## src/rtl/uart_tx_buf.sv

```systemverilog
// rtl/uart_tx_buf.sv - buffered 8N1 serial transmitter with 4-entry byte FIFO
module uart_tx_buf #(
   parameter int CLK_HZ = 27000000,
   parameter int BAUD   = 115200,
   parameter int DIV    = CLK_HZ / BAUD
) (
   input  logic       clk,
   input  logic       reset,
   input  logic [7:0] data,
   input  logic       start,
   output logic       txd,
   output logic       rdy,
   output logic       busy,
   output logic [2:0] level,
   output logic       overflow
);
   localparam int CW = $clog2(DIV);
   localparam logic [CW-1:0] CNT_LAST = CW'(DIV - 1);

   typedef enum logic [1:0] {IDLE, START, DATA, STOP} state_t;

   state_t          state, state_d;
   logic            start_q;
   logic [7:0]      mem [4];
   logic [1:0]      wptr, rptr;
   logic [2:0]      count;
   logic [7:0]      shift, shift_d;
   logic [2:0]      idx, idx_d;
   logic [CW-1:0]   cnt, cnt_d;
   logic            txd_d;
   logic            pop;

   logic full, empty, push, accept, bit_end;

   assign full    = (count == 3'd4);
   assign empty   = (count == 3'd0);
   assign push    = start & ~start_q;
   assign accept  = push & ~full;
   assign bit_end = (cnt == CNT_LAST);

   assign rdy   = ~full;
   assign busy  = (state != IDLE) | ~empty;
   assign level = count;

   always_comb begin
      state_d = state;
      shift_d = shift;
      idx_d   = idx;
      cnt_d   = cnt;
      pop     = 1'b0;
      case (state)
         IDLE: begin
            if (!empty) begin
               pop     = 1'b1;
               shift_d = mem[rptr];
               cnt_d   = '0;
               state_d = START;
            end
         end
         START: begin
            if (bit_end) begin
               cnt_d   = '0;
               idx_d   = 3'd0;
               state_d = DATA;
            end else begin
               cnt_d = cnt + CW'(1);
            end
         end
         DATA: begin
            if (bit_end) begin
               cnt_d   = '0;
               shift_d = {1'b0, shift[7:1]};
               idx_d   = idx + 3'd1;
               if (idx == 3'd7) state_d = STOP;
            end else begin
               cnt_d = cnt + CW'(1);
            end
         end
         STOP: begin
            // Chain straight into the next start bit so bursts have no idle gap.
            if (bit_end) begin
               cnt_d = '0;
               if (!empty) begin
                  pop     = 1'b1;
                  shift_d = mem[rptr];
                  state_d = START;
               end else begin
                  state_d = IDLE;
               end
            end else begin
               cnt_d = cnt + CW'(1);
            end
         end
         default: state_d = IDLE;
      endcase

      // txd is registered from the next state, so the line changes with the state.
      case (state_d)
         START:   txd_d = 1'b0;
         DATA:    txd_d = shift_d[0];
         default: txd_d = 1'b1;
      endcase
   end

   always_ff @(posedge clk) begin
      if (reset) begin
         state    <= IDLE;
         start_q  <= 1'b0;
         wptr     <= 2'd0;
         rptr     <= 2'd0;
         count    <= 3'd0;
         shift    <= 8'd0;
         idx      <= 3'd0;
         cnt      <= '0;
         txd      <= 1'b1;
         overflow <= 1'b0;
      end else begin
         start_q <= start;
         state   <= state_d;
         shift   <= shift_d;
         idx     <= idx_d;
         cnt     <= cnt_d;
         txd     <= txd_d;
         if (accept) wptr <= wptr + 2'd1;
         if (pop)    rptr <= rptr + 2'd1;
         count <= count + {2'b00, accept} - {2'b00, pop};
         if (push && full) overflow <= 1'b1;
      end
   end

   always_ff @(posedge clk) begin
      if (accept) mem[wptr] <= data;
   end
endmodule

```

## config.mk

```make
export PLATFORM = sky130hd
export DESIGN_NAME = uart_tx_buf
export DESIGN_NICKNAME = d
export VERILOG_FILES = /design/src/rtl/uart_tx_buf.sv
export SDC_FILE = /design/constraint.sdc
export NUM_CORES = 1
export LEC_CHECK = 0
export BUFFER_PORTS_ARGS = -buffer_cell sky130_fd_sc_hd__buf_2
export CORE_MARGIN = 4
export CORE_UTILIZATION = 50
export CTS_BUF_LIST = sky130_fd_sc_hd__clkbuf_2
export DETAILED_ROUTE_END_ITERATION = 8
export GPL_ROUTABILITY_DRIVEN = 1
export HOLD_SLACK_MARGIN = 0.15
export PLACE_DENSITY = 0.68
export SETUP_SLACK_MARGIN = 0.5
export SLEW_MARGIN = 40
export SYNTH_ARGS = -nofsm -noshare
export SYNTH_HDL_FRONTEND = slang
export SYNTH_SLANG_ARGS = --single-unit
```

## constraint.sdc

```tcl
create_clock -name clk -period 4.9 [get_ports clk]
set_input_delay 0.98 -clock clk [delete_from_list [all_inputs] [get_ports clk]]
set_output_delay 0.98 -clock clk [all_outputs]
set_load 0.005 [all_outputs]
```

## Word level (Yosys, flattened, before mapping)

Memory sizes are Yosys's and may differ from the RTL's. A register that Yosys moved wholly into a read port is not among the register bits.
Index checks and enable logic that the tools add are counted.

- Register bits: 31
- Bits in writable memories: 32
- Input port bits: 11
- Output and inout bits: 7
- Memories: 1

- Reduce and logical (&&, ||, !) cells: 9
- Multiplexer cells: 25
- Equality and inequality tests: 12
- Add/subtract/negate cells: 6
- Bitwise logic cells: 6

Memories:

| name | depth | bits a word | rd ports | clocked after memory_dff | wr ports | RTL line | text |
|---|---|---|---|---|---|---|---|
| mem | 4 | 8 | 1 | 1 | 1 | 24 | `logic [7:0] mem [4];` |

Operator list:

| operator | number |
|---|---|
| two-way mux 8 bit | 5 |
| one-hot mux 8 bit (3 select lines) | 1 |
| one-hot mux 8 bit (2 select lines) | 1 |
| two-way mux 2 bit | 7 |
| adder 8 x 1 -> 8 bit (second input constant) | 1 |
| == test 8 bit (second input constant) | 1 |
| != test 2 bit (second input constant) | 4 |
| one-hot mux 2 bit (4 select lines) | 1 |
| == test 2 bit (second input constant) | 3 |
| == test 3 bit (second input constant) | 2 |
| two-way mux 3 bit | 2 |
| one-hot mux 3 bit (2 select lines) | 1 |
| AND reduction 3 bit | 2 |
| two-way mux 1 bit | 5 |
| adder 2 x 1 -> 2 bit (second input constant) | 2 |
| == test 2 x 1 -> 1 bit (second input constant) | 2 |
| one-hot mux 1 bit (2 select lines) | 2 |
| nonzero test 2 bit | 2 |
| adder 3 x 1 -> 3 bit | 1 |
| adder 3 x 1 -> 3 bit (second input constant) | 1 |
| zero test 3 bit | 1 |
| inverter 1 bit | 3 |
| nonzero test 3 bit | 1 |
| OR reduction 3 bit | 1 |
| 5 further kinds | 6 |

## Longest topological paths before layout

- Depth in word-level cells: 6
- Depth in mapped cells: 13
- Depth with buffers taken out: 12

## Worst setup path after synthesis

OpenSTA, ideal clock, no wires.

- Path type: input to register
- Start point: input start
- End point: register count[2], in the netlist level[2]
- Setup slack: 2.228 ns
- Buffers on the path: 1
- Data required time: 4.772 ns
- Library setup time: 0.128 ns
- Stages: 10
- Arrival: 2.544 ns
- Cells stage by stage: and3_1 clkbuf_1 inv_1 ha_1 inv_1 ha_1 fa_1 xnor2_1 xnor2_1 nor2_1

- Longest elaborated chain between the ends: 4

RTL lines:

| what | RTL line | text |
|---|---|---|
| start: declaration | 10 | `input logic start,` |
| bitwise AND 1 bit | 37 | `assign push = start & ~start_q;` |
| bitwise AND 1 bit | 38 | `assign accept = push & ~full;` |
| adder 3 x 1 -> 3 bit | 126 | `count <= count + {2'b00, accept} - {2'b00, pop};` |
| subtractor 3 x 1 -> 3 bit | 126 |  |
| end signal: assignment | 126 |  |
| end: declaration | 26 | `logic [2:0] count;` |

Every way passes these cells.
A chain may end at the register's enable or synchronous reset.

## Final worst setup path

- Start point: register state[1]
- End point: output busy

- Longest elaborated chain between the ends: 2

RTL lines:

| what | RTL line | text |
|---|---|---|
| start: declaration | 22 | `state_t state, state_d;` |
| start signal: assignment | 119 | `state <= state_d;` |
| nonzero test 2 bit | 42 | `assign busy = (state != IDLE) \| ~empty;` |
| OR 1 bit | 42 |  |
| end: declaration | 13 | `output logic busy,` |

Every way passes these cells.

==> impl_metrics.toml <==
[global_route]
grt_overflow_total = 0
first_global_vias = 1860
grt_antenna_before_repair = 0
grt_max_degree = 30
grt_first_pass_wirelength_mm = 9.09
gr-usage-all-layers = 0.161

[synthesis]
syn_avg_cell_area_um2 = 12.1
synth_top_area_share = 0.322
syn_area_mm2 = 0.00298
synthTopCellsByArea = "edfxtp_1, dfxtp_1, ha_1"
syn_nets = 273
async_flop_share = 0
yosysWarnings = 0
ys_seq_area_frac = 0.544
synth_cell_types = 48
synth_cells = 246
synth-seq-cells = 65
synth-edff-count = 32
synth-main-ff-cell = "dfxtp_1"
synth_top_cell_by_area = "edfxtp_1"

[layout]
seq_area_mm2 = 0.00162
final.fill_count = 447
nets = 292
multi_input_area_mm2 = 0.00124
final_area_mm2 = 0.00325
fin_cells = 342
layout-area-overhead-vs-synth_pct = 9.03
diodes = 0
fin_util = 0.576
layout-drive-gt1-share = 0.189

[cts]
tritoncts = "yes"
cts_resized = 0
clock-sinks = 65
post-cts-setup-buffer-count = 0
root_buffer = "clkbuf_2"
clkLatencyLatePin_ns = 0.51
cts_buffer_depth = 2
htreeDepth = 3
clk_pin_slew_ns = 0.19
hold_buffers = 0
cts_made_buffers = 9

[critical_path]
crit_required_ns = 3.92
start_kind = "flop"
worstSetupPathType = "flop to output pin"
slowest_stage = "dfxtp_1"
crit_path_max_incr_delay_ns = 0.50
path_cells = "inv_1 > ha_1 > and2_1 > inv_2 > buf_2"
crit_family = "flip-flops"
crit_fanout = 7
path_buf_inv = 3
cp-end-kind = "output pin"
worstPathArrival_ns = 1.86

[pwr]
power_frac_seq = 0.445
p_clk_frac = 0.239
p_leak_nw = 1.19
max-vdd-ir-drop_uv = 330
p_total_mw = 1.60
switching_share = 0.339
p_sw_mw = 0.545
intPower_mw = 1.06
power_density_mw_per_mm2 = 494
combPwrFrac = 0.316

[routing]
dr.pass1.iters = 4
drc = 0
wl_met1_mm = 2.42
drt_iter0_drc = 127
wl_met3_um = 202
routed_via_density = 5.58
dr_total_vias = 1909
route.met2.wl_mm = 2.53
wl_per_cell_um = 15.4
wirelength_mm = 5.26
top_layer = "met4"
ant_nets = 0

[timing]
clock.fmax_mhz = 352
slew_violations = 0
setup-tns-final_ns = 0
tightest_slew_ns = 0.701
timing.slew.headroom = 0.529
finalWorstSetupSlack_ns = 2.06
fin_crit_sh = 0.579
setup_violations = 0
finalHoldViolCount = 0
rsz0062_at_grt = "no"
finalCriticalPeriod_ns = 2.84
fin_skew_ns = 0.0270
hold_ws_ns = 0.498

[hold_path]
hold_class = "flop to flop"

[placed_design]
port_buffers = 17
place_inst = 326
place_ws_ns = 2.11
dpl.hpwl_mm = 3.53
place_congestion = 0.742
post_dp_cell_area_mm2 = 0.00310

[floorplan]
ioPinCount = 18
die_y_um = 85.2
die_w_um = 85.2
std_cell_rows = 27
core_area_mm2 = 0.00564
initial_core_util = 0.528
die_area_mm2 = 0.00726

[status]
status = "finished, final reports clean"

[flow_run]
cap_violations = 0
registers in the layout (all words and copies together) (netlist names), named ones only:
name,flops
mem,32
cnt,8
shift,8
idx,3
level,3
rptr,2
state,2
wptr,2
overflow,1
start_q,1
txd,1
tightest hold or removal path, delay by kind of cell (launching register included):
kind / cells / cell delay [ns]
DFF: 1 / 0.37
and+or+nand+nor: 1 / 0.07
AOI/OAI and AO/OA: 1 / 0.04
cells by family after synthesis:
family | share of synthesized area
and+or+nand+nor | 0.140
AOI/OAI and AO/OA | 0.105
DFF | 0.544
adders and majority gates | 0.0697
buffers and inverters | 0.0390
xor gates and xnor gates | 0.0147
muxes | 0.0873
power groups by stage:
stage	Combinational [mW]	Sequential, mW	Clock [mW]
final	0.506	0.714	0.384
after global routing	0.575	0.728	0.418
after CTS	0.510	0.716	0.393
after detailed placement	0.506	0.728	0
after global placement	0.505	0.724	0
after floorplan	0.420	0.699	0
cell type report:
class	count	area share
clock buffers	9	0.0139
repair buffers	19	0.0308
clock inverters	7	0.0312
flip-flops and latches	65	0.499
inverters	13	0.0150
well taps	72	0.0277
multi-input cells	157	0.382
per-layer routing:
layer / global-route usage / vias to the layer above
met5: 0 / -
met4: 0.0719 / 0
met3: 0.0534 / 12
met2: 0.245 / 27
met1: 0.210 / 929
li1: - / 941
path summary, 6_finish.rpt:
path,cells past startpoint,to,startpoint,slack (ns)
max,5,busy,state[1]$_SDFF_PP0_,2.06
min reg2reg,2,overflow$_SDFFE_PP0P_,overflow$_SDFFE_PP0P_,0.50
min,2,overflow$_SDFFE_PP0P_,overflow$_SDFFE_PP0P_,0.50
max reg2reg,12,level[2]$_SDFF_PP0_,state[1]$_SDFF_PP0_,2.25
cells in the final DEF (no fill, tap or decap), types with 8 or more instances in the layout:
cell type and count:
edfxtp_1 32, clkbuf_2 9, ha_1 15, dfxtp_1 33, buf_2 17, inv_1 12
o21ai_0 11, nor2_1 24, nand2_1 11, mux2i_1 8, mux4_2 8
cell usage after synthesis, types with 6 or more instances:
| cell type | count |
|---|---|
| ha_1 | 15 |
| inv_1 | 12 |
| dfxtp_1 | 33 |
| a31oi_1 | 6 |
| a21oi_1 | 7 |
| mux4_2 | 8 |
| nand2_1 | 11 |
| o21ai_0 | 11 |
| mux2i_1 | 8 |
| nor2b_1 | 6 |
| nor2_1 | 24 |
| edfxtp_1 | 32 |
| a22o_1 | 6 |
Note: power is estimated with default switching activity, not from simulation.
